**config.mk**
```make
export PLATFORM = sky130hd
export DESIGN_NAME = handshake_fifo_buffer
export DESIGN_NICKNAME = d
export VERILOG_FILES = /design/src/rtl/handshake_fifo_buffer.sv
export SDC_FILE = /design/constraint.sdc
export NUM_CORES = 1
export LEC_CHECK = 0
export CELL_PAD_IN_SITES_DETAIL_PLACEMENT = 0
export CELL_PAD_IN_SITES_GLOBAL_PLACEMENT = 1
export CORE_MARGIN = 2
export CORE_UTILIZATION = 47
export CTS_CLUSTER_SIZE = 30
export DETAILED_ROUTE_END_ITERATION = 10
export GPL_TIMING_DRIVEN = 0
export PLACE_DENSITY_LB_ADDON = 0.05
export SKIP_CTS_REPAIR_TIMING = 1
export SYNTH_ARGS = -nofsm -noshare
export SYNTH_HDL_FRONTEND = slang
export SYNTH_SLANG_ARGS = --single-unit
export TNS_END_PERCENT = 20
```
**constraint.sdc**
```tcl
create_clock -name clk -period 2.9 [get_ports clk]
set_input_delay 0.87 -clock clk [delete_from_list [all_inputs] [get_ports clk]]
set_output_delay 0.87 -clock clk [all_outputs]
set_load 0.02 [all_outputs]
```
**src/rtl/handshake_fifo_buffer.sv**
```systemverilog
// Elastic valid/ready FIFO buffer that registers both the valid and the ready paths.
// Define HANDSHAKE_FIFO_OCCUPANCY_EN to add the occupancy and occupancy_max outputs.
module handshake_fifo_buffer #(
  parameter int DATA_WIDTH = 32,
  parameter int DEPTH      = 4
) (
  input  logic                         clk,
  input  logic                         rst,
  input  logic [DATA_WIDTH-1:0]        ins,
  input  logic                         ins_valid,
  output logic                         ins_ready,
  output logic [DATA_WIDTH-1:0]        outs,
  output logic                         outs_valid,
  input  logic                         outs_ready
`ifdef HANDSHAKE_FIFO_OCCUPANCY_EN
  ,
  output logic [$clog2(DEPTH+1)-1:0]   occupancy,
  output logic [$clog2(DEPTH+1)-1:0]   occupancy_max
`endif
);

  localparam int CW = $clog2(DEPTH + 1);
  localparam int PW = (DEPTH > 1) ? $clog2(DEPTH) : 1;

  logic [DATA_WIDTH-1:0] mem_q [DEPTH];
  logic [PW-1:0]         head_q, head_d;
  logic [PW-1:0]         tail_q, tail_d;
  logic [CW-1:0]         count_q, count_d;
  logic                  push_s, pop_s;

  // Ready and valid come only from registered state, gated off while in reset.
  assign ins_ready  = rst && (count_q != CW'(DEPTH));
  assign outs_valid = rst && (count_q != CW'(0));
  assign outs       = outs_valid ? mem_q[head_q] : {DATA_WIDTH{1'b0}};
  assign push_s     = ins_valid && ins_ready;
  assign pop_s      = outs_valid && outs_ready;

  always_comb begin
    head_d  = head_q;
    tail_d  = tail_q;
    count_d = count_q;
    // Explicit compare keeps wrap correct for non-power-of-two depths.
    if (pop_s) begin
      head_d = (head_q == PW'(DEPTH - 1)) ? PW'(0) : head_q + PW'(1);
    end else begin
      head_d = head_q;
    end
    if (push_s) begin
      tail_d = (tail_q == PW'(DEPTH - 1)) ? PW'(0) : tail_q + PW'(1);
    end else begin
      tail_d = tail_q;
    end
    case ({push_s, pop_s})
      2'b10:   count_d = count_q + CW'(1);
      2'b01:   count_d = count_q - CW'(1);
      default: count_d = count_q;
    endcase
  end

  always_ff @(posedge clk) begin
    if (!rst) begin
      head_q  <= PW'(0);
      tail_q  <= PW'(0);
      count_q <= CW'(0);
    end else begin
      head_q  <= head_d;
      tail_q  <= tail_d;
      count_q <= count_d;
    end
  end

  // Storage is intentionally left unreset; push is already blocked during reset.
  always_ff @(posedge clk) begin
    if (push_s) begin
      mem_q[tail_q] <= ins;
    end
  end

`ifdef HANDSHAKE_FIFO_OCCUPANCY_EN
  logic [CW-1:0] high_water_q, high_water_d;

  always_comb begin
    high_water_d = high_water_q;
    if (count_d > high_water_q) begin
      high_water_d = count_d;
    end else begin
      high_water_d = high_water_q;
    end
  end

  always_ff @(posedge clk) begin
    if (!rst) begin
      high_water_q <= CW'(0);
    end else begin
      high_water_q <= high_water_d;
    end
  end

  assign occupancy     = rst ? count_q : CW'(0);
  assign occupancy_max = high_water_q;
`endif

endmodule
```
Word-level counts from Yosys, hierarchy flattened
Memories as Yosys holds them, arrays and structs flattened. A register that Yosys moved wholly into a read port is not among the register bits.
Index checks and enable logic that the tools add are counted.
W data, S select, Z words.
{"block": "totals", "regBits": 7, "latch_bits": 0, "ramBits": 128, "mem_bits_ro": 0, "in_bits": 36, "out_inout_bits": 34, "elab_cells": 27, "mem_count": 1}
{"memory": "mem_q", "words": 4, "word_bits": 32, "read_ports": 1, "rd_ports_with_merged_regs": 1, "write_ports": 1, "line": "25", "source": "logic [DATA_WIDTH-1:0] mem_q [DEPTH];"}
{"block": "classes", "n_addsub": 4, "n_mul": 0, "div": 0, "magnitude_cmp": 0, "n_eq_ne": 5, "n_shift": 0, "n_mux": 8, "n_bitwise": 0, "n_reduce_logical": 6}
{"cell": "$mux W32", "count": 1}
{"cell": "$mux W2", "count": 4}
{"cell": "$eq A2 B2 Y1 const B", "count": 3}
{"cell": "$pmux W3 S2", "count": 1}
{"cell": "$add A2 B1 Y2 const B", "count": 2}
{"cell": "$logic_and A1 B1 Y1", "count": 4}
{"cell": "$add A3 B1 Y3 const B", "count": 1}
{"cell": "$ne A3 B3 Y1 const B", "count": 1}
{"cell": "$reduce_bool A3 Y1", "count": 1}
{"cell": "$sub A3 B1 Y3 const B", "count": 1}
{"cell": "$eq A2 B1 Y1 const B", "count": 1}
{"cell": "$mux W1", "count": 2}
{"cell": "$reduce_bool A2 Y1", "count": 1}

Longest topological paths before layout
{"block": "depth", "ltp_word": 5, "ltp_mapped": 10, "ltp_nobuf": 9}

Least setup slack after synthesis
Ideal clock, no wire load.
{"block": "synth_timing", "path_kind": "input to register", "from": "input port rst", "to": "memory mem_q[3][0] (enable)", "setup_time_ns": 0.392, "arrival_time_ns": 2.279, "required_time_ns": 2.508, "slack_ns": 0.229, "stages": 4, "path_buffers": 1, "path_cell_list": "buf_2 -> nand2_1 -> a21oi_1 -> and2_1"}
{"block": "synth_between", "elab_chain_cells": 4}
{"item": "start, declared", "line": "8", "source": "input logic rst,"}
{"item": "$logic_and A1 B1 Y1", "line": "32", "source": "assign ins_ready = rst && (count_q != CW'(DEPTH));"}
{"item": "$logic_and A1 B1 Y1", "line": "35", "source": "assign push_s = ins_valid && ins_ready;"}
{"item": "$mux W1", "line": "74", "source": "if (push_s) begin"}
{"item": "$mux W1 (not written as such)", "line": "75", "source": "mem_q[tail_q] <= ins;"}
{"item": "end, declared", "line": "25"}
No other way between the ends.

==> results <==
- The layout cell share with drive strength beyond 1 is 23.8%.
- The floorplan step set the die width to around 110 um.
- The post-synthesis share of cell area spent on and, or, nand and nor gates is approximately 5.4%.
- The flip-flop and latch count after synthesis is around 140.
- The last weighted congestion value of the routability-driven placer is between 0.6 and 0.7.
- The fmax is between 300 and 400 MHz.
- The core area is approximately 0.011 mm^2.
- At the later pin of the worst-skew pair, clock insertion delay measures about 0.4 ns.
- The number of DRC violations after detailed-routing iteration 0 is between 150 and 200.
- The ratio of routed vias to standard cells is between 5 and 6.
- Buffers placed on the I/O ports in this run total 69.
- The maximum number of pins on one net before global-route repair is 33.
- For this run, design rule violations remaining after detail routing come to 0.
- The area growth from synthesis to layout is 29.7%.
- The distinct cell type count after synthesis is 24.
- Clock skew on the completed layout was measured at roughly 0.008 ns.
- The final-report max-slew violation count is 0.
- The layer flagged by global routing as most heavily used is met2.
- The start point of the worst hold path is head_q[1].
- Setup violations remaining at the end of the flow were counted as 0.
- The total clock sinks is between 100 and 150.
- In this run the mean area of a mapped cell was roughly 21 um^2.
- The final antenna-violating net count is 0.
- After synthesis, the largest family of logic cells by area is multiplexers.
- The flow ran to the end, and the final reports show no timing, DRC or antenna violations.
- The worst-case clock buffer depth is 2.
- After global routing the overflow that remains totals 0.
- The first-pass GRT wire length is about 14000 um.
- The die covers approximately 0.012 mm^2.
- The reg-to-reg critical path endpoint is mem_q[2][19].
- TritonCTS built the clock tree.
- After filler insertion, the fill cell instance count of the layout stands at 794.
- STA classifies the critical path startpoint as a flop.
- The category of the most critical setup path is reg2out.
- In the final routed layout, each cell accounts on average for approximately 18 um.
- The via count is roughly 2600.
- The yosys synthesis warning count is 0.
- Synthesis produced a netlist with a net count of 300.
- The critical-path maximum fanout is 10.
- Clock tree synthesis inserted a total of 17 buffers.
- The worst supply voltage drop on vdd is approximately 0.43 mV.
- The instance area after placement is 0.00629 mm^2.
- The portion of synthesized area spent on multiplexers is between 10 and 15%.
- Setup repair after global routing left no endpoint under its margin.
- Of the total synthesized cell area, the portion taken by XOR and XNOR cells is less than 1%.
- Dividing the final minimum period by the clock period gives a little over nine tenths.
- In this run the count of I/O pins placed on the die edge is 70.
- In this run the cell area of the synthesized design comes to 0.00536 mm^2.
- After clock tree synthesis, the clock-pin slew on the worst setup and hold paths is 0.06 ns.
- The core utilization of the finished layout is a little over three fifths.
- The worst hold path passes through 2 cells.
- The number of nets in the layout is 392.
- After routing the design area is 0.00695 mm^2.
- The endpoint of the worst hold path is head_q[1].
- Data on the critical path arrives at its endpoint at between 1.5 and 2 ns.
- The floorplan has 38 rows.
- The routed wire length is ~9100 um.
- In this run the number of H-tree levels came out at 4.
- OpenSTA, run right after detailed placement, puts the worst setup slack at -0.873 ns.
- For this design the ratio of total power to cell area is 686 mW/mm^2.
- In the global route stage, overall resource usage came out at around 16%.
- The half-perimeter wire length after detailed placement is between 5000 and 6000 um.
- The worst reg-to-reg path cell count is 3.
- The floorplan step set the die height to ~110 um.
- For the pin with the worst max-slew slack, the measured transition is 0.906 ns.
- The via count of the first global-routing pass is 2744.
- The count of max-cap constraint violations is 0.
- The critical path data required time is between 2 and 2.5 ns.
- For flop-to-flop paths, the worst setup slack is about 0.74 ns.
- The max-slew headroom at the worst pin is 39.6%.
- The synthesized-area fraction occupied by ao, oa, aoi and oai cells is 1.10%.
- The number of antenna violations at the first check in global routing was 0.
- The adder-cell area share of the yosys netlist is ~1.8%.
- STA classifies the critical path endpoint as an output pin.
- The number of antenna diodes in the final layout is 0.
- The start of the worst register-to-register path is count_q[0].
- Before antenna repair, the detailed router went through 4 iterations.
- The global-route track usage on met3 is between 5 and 6%.
- The final-report hold violation count is 0.
- The worst-case setup margin in the final layout is 0.101 ns.
- The path category of the worst min-delay check is reg2reg.
- The initial utilization of the core area, before any placement, comes to around half.
- The tree is rooted in a sky130_fd_sc_hd__clkbuf_16.
- In the global route stage, met2 resource usage came out at a little over a quarter.
- The static leakage power is approximately 2.8 nW.
- Global routing consumed, on the met1 layer, approximately a fifth of the routing resources.
- The smallest clock period supported by the final layout is computed as approximately 2.8 ns.
- The gate count of the mapped netlist is approximately 260.
- Sequential elements use 75.1% of the synthesized area.
cells in the mapped netlist:
library cell,n,area (um^2)
sky130_fd_sc_hd__or3_1,1,6.26
sky130_fd_sc_hd__and2_1,38,238
sky130_fd_sc_hd__mux4_2,30,676
sky130_fd_sc_hd__nor2_1,2,7.51
sky130_fd_sc_hd__inv_1,7,26.3
sky130_fd_sc_hd__or2_2,1,6.26
sky130_fd_sc_hd__buf_6,1,11.3
sky130_fd_sc_hd__clkbuf_1,3,11.3
sky130_fd_sc_hd__buf_2,4,20.0
sky130_fd_sc_hd__nand2_1,8,30.0
sky130_fd_sc_hd__o311a_1,1,10.0
sky130_fd_sc_hd__o31a_1,1,8.76
sky130_fd_sc_hd__a21oi_1,1,5.00
sky130_fd_sc_hd__mux2i_1,2,20.0
sky130_fd_sc_hd__a21boi_0,2,15.0
sky130_fd_sc_hd__edfxtp_1,128,3840
sky130_fd_sc_hd__ha_1,6,75.1
sky130_fd_sc_hd__mux4_1,2,52.6
sky130_fd_sc_hd__dfxtp_1,9,180
sky130_fd_sc_hd__xnor2_1,1,8.76
sky130_fd_sc_hd__o21ai_0,4,20.0
sky130_fd_sc_hd__xor2_1,1,8.76
sky130_fd_sc_hd__fa_1,1,20.0
sky130_fd_sc_hd__buf_12,3,60.1
power by group:
part	internal [mW]	switching (mW)	leakage, nW
combinational	0.310	0.263	1.31
sequential	2.25	0.0266	1.24
clock	1.15	0.764	0.257
total	3.71	1.05	2.80
logic make-up after synthesis:
logic type	after synthesis
xor gates and xnor gates	2
AOI/OAI and AO/OA	9
buffers and inverters	18
and+or+nand+nor	50
muxes	34
DFF	137
adders and majority gates	7
sequential cells by signal, indices dropped and copies added (netlist names), named ones only:
| register | cells |
|---|---|
| mem_q | 128 |
| head_q | 2 |
| tail_q | 2 |
| count_q | 3 |
worst max-delay path by stage:
stage                         to  depth (start not counted)
global placement    mem_q[0][13]                          5
detailed placement      outs[15]                          5
floorplan            mem_q[3][0]                          4
finish                   outs[1]                          5
global route             outs[1]                          5
CTS                      outs[6]                          5
critical path: stages (launching register included):
cell and delay (ns):
sky130_fd_sc_hd__dfxtp_1 0.32, sky130_fd_sc_hd__buf_6 0.14, sky130_fd_sc_hd__buf_12 0.16, sky130_fd_sc_hd__mux4_2 0.49, sky130_fd_sc_hd__and2_1 0.20, sky130_fd_sc_hd__dlymetal6s2s_1 0.22
cell type report:
cell class / instances / area [um^2] / area share, %
Buffer: 11 / 125 / 1.80
Clock buffer: 21 / 470 / 6.77
Clock inverter: 11 / 75.1 / 1.08
Inverter: 7 / 26.3 / 0.378
Multi-Input combinational cell: 102 / 1210 / 17.5
Sequential cell: 137 / 4020 / 57.9
Tap cell: 140 / 175 / 2.52
Timing Repair Buffer: 73 / 842 / 12.1
cell usage in the layout (no fill, tap or decap), types with 6 or more instances in the layout:
| master | count |
|---|---|
| sky130_fd_sc_hd__edfxtp_1 | 128 |
| sky130_fd_sc_hd__clkdlybuf4s50_1 | 34 |
| sky130_fd_sc_hd__and2_1 | 33 |
| sky130_fd_sc_hd__dlymetal6s2s_1 | 31 |
| sky130_fd_sc_hd__mux4_2 | 30 |
| sky130_fd_sc_hd__clkbuf_16 | 18 |
| sky130_fd_sc_hd__dfxtp_1 | 9 |
| sky130_fd_sc_hd__nand2_1 | 8 |
| sky130_fd_sc_hd__inv_1 | 7 |
| sky130_fd_sc_hd__ha_1 | 6 |
through the flow:
step	total power, mW	setup TNS, ns	hold slack [ns]	std cells
2_1_floorplan	2.65	0	0.463	257
3_3_place_gp	2.87	-166.77	0.479	466
3_5_place_dp	2.89	-71.23	0.494	468
4_1_cts	4.80	-28.26	0.503	500
5_1_grt	4.95	0	0.531	502
6_report	4.77	0	0.500	502
metal layers:
layer	part of all wire [%]	vias to the layer above
li1	-	1200
met1	43	1332
met2	52	52
met3	3.8	7
met4	0.79	0
met5	0	-
No activity file was read; power rests on OpenSTA's default activity.
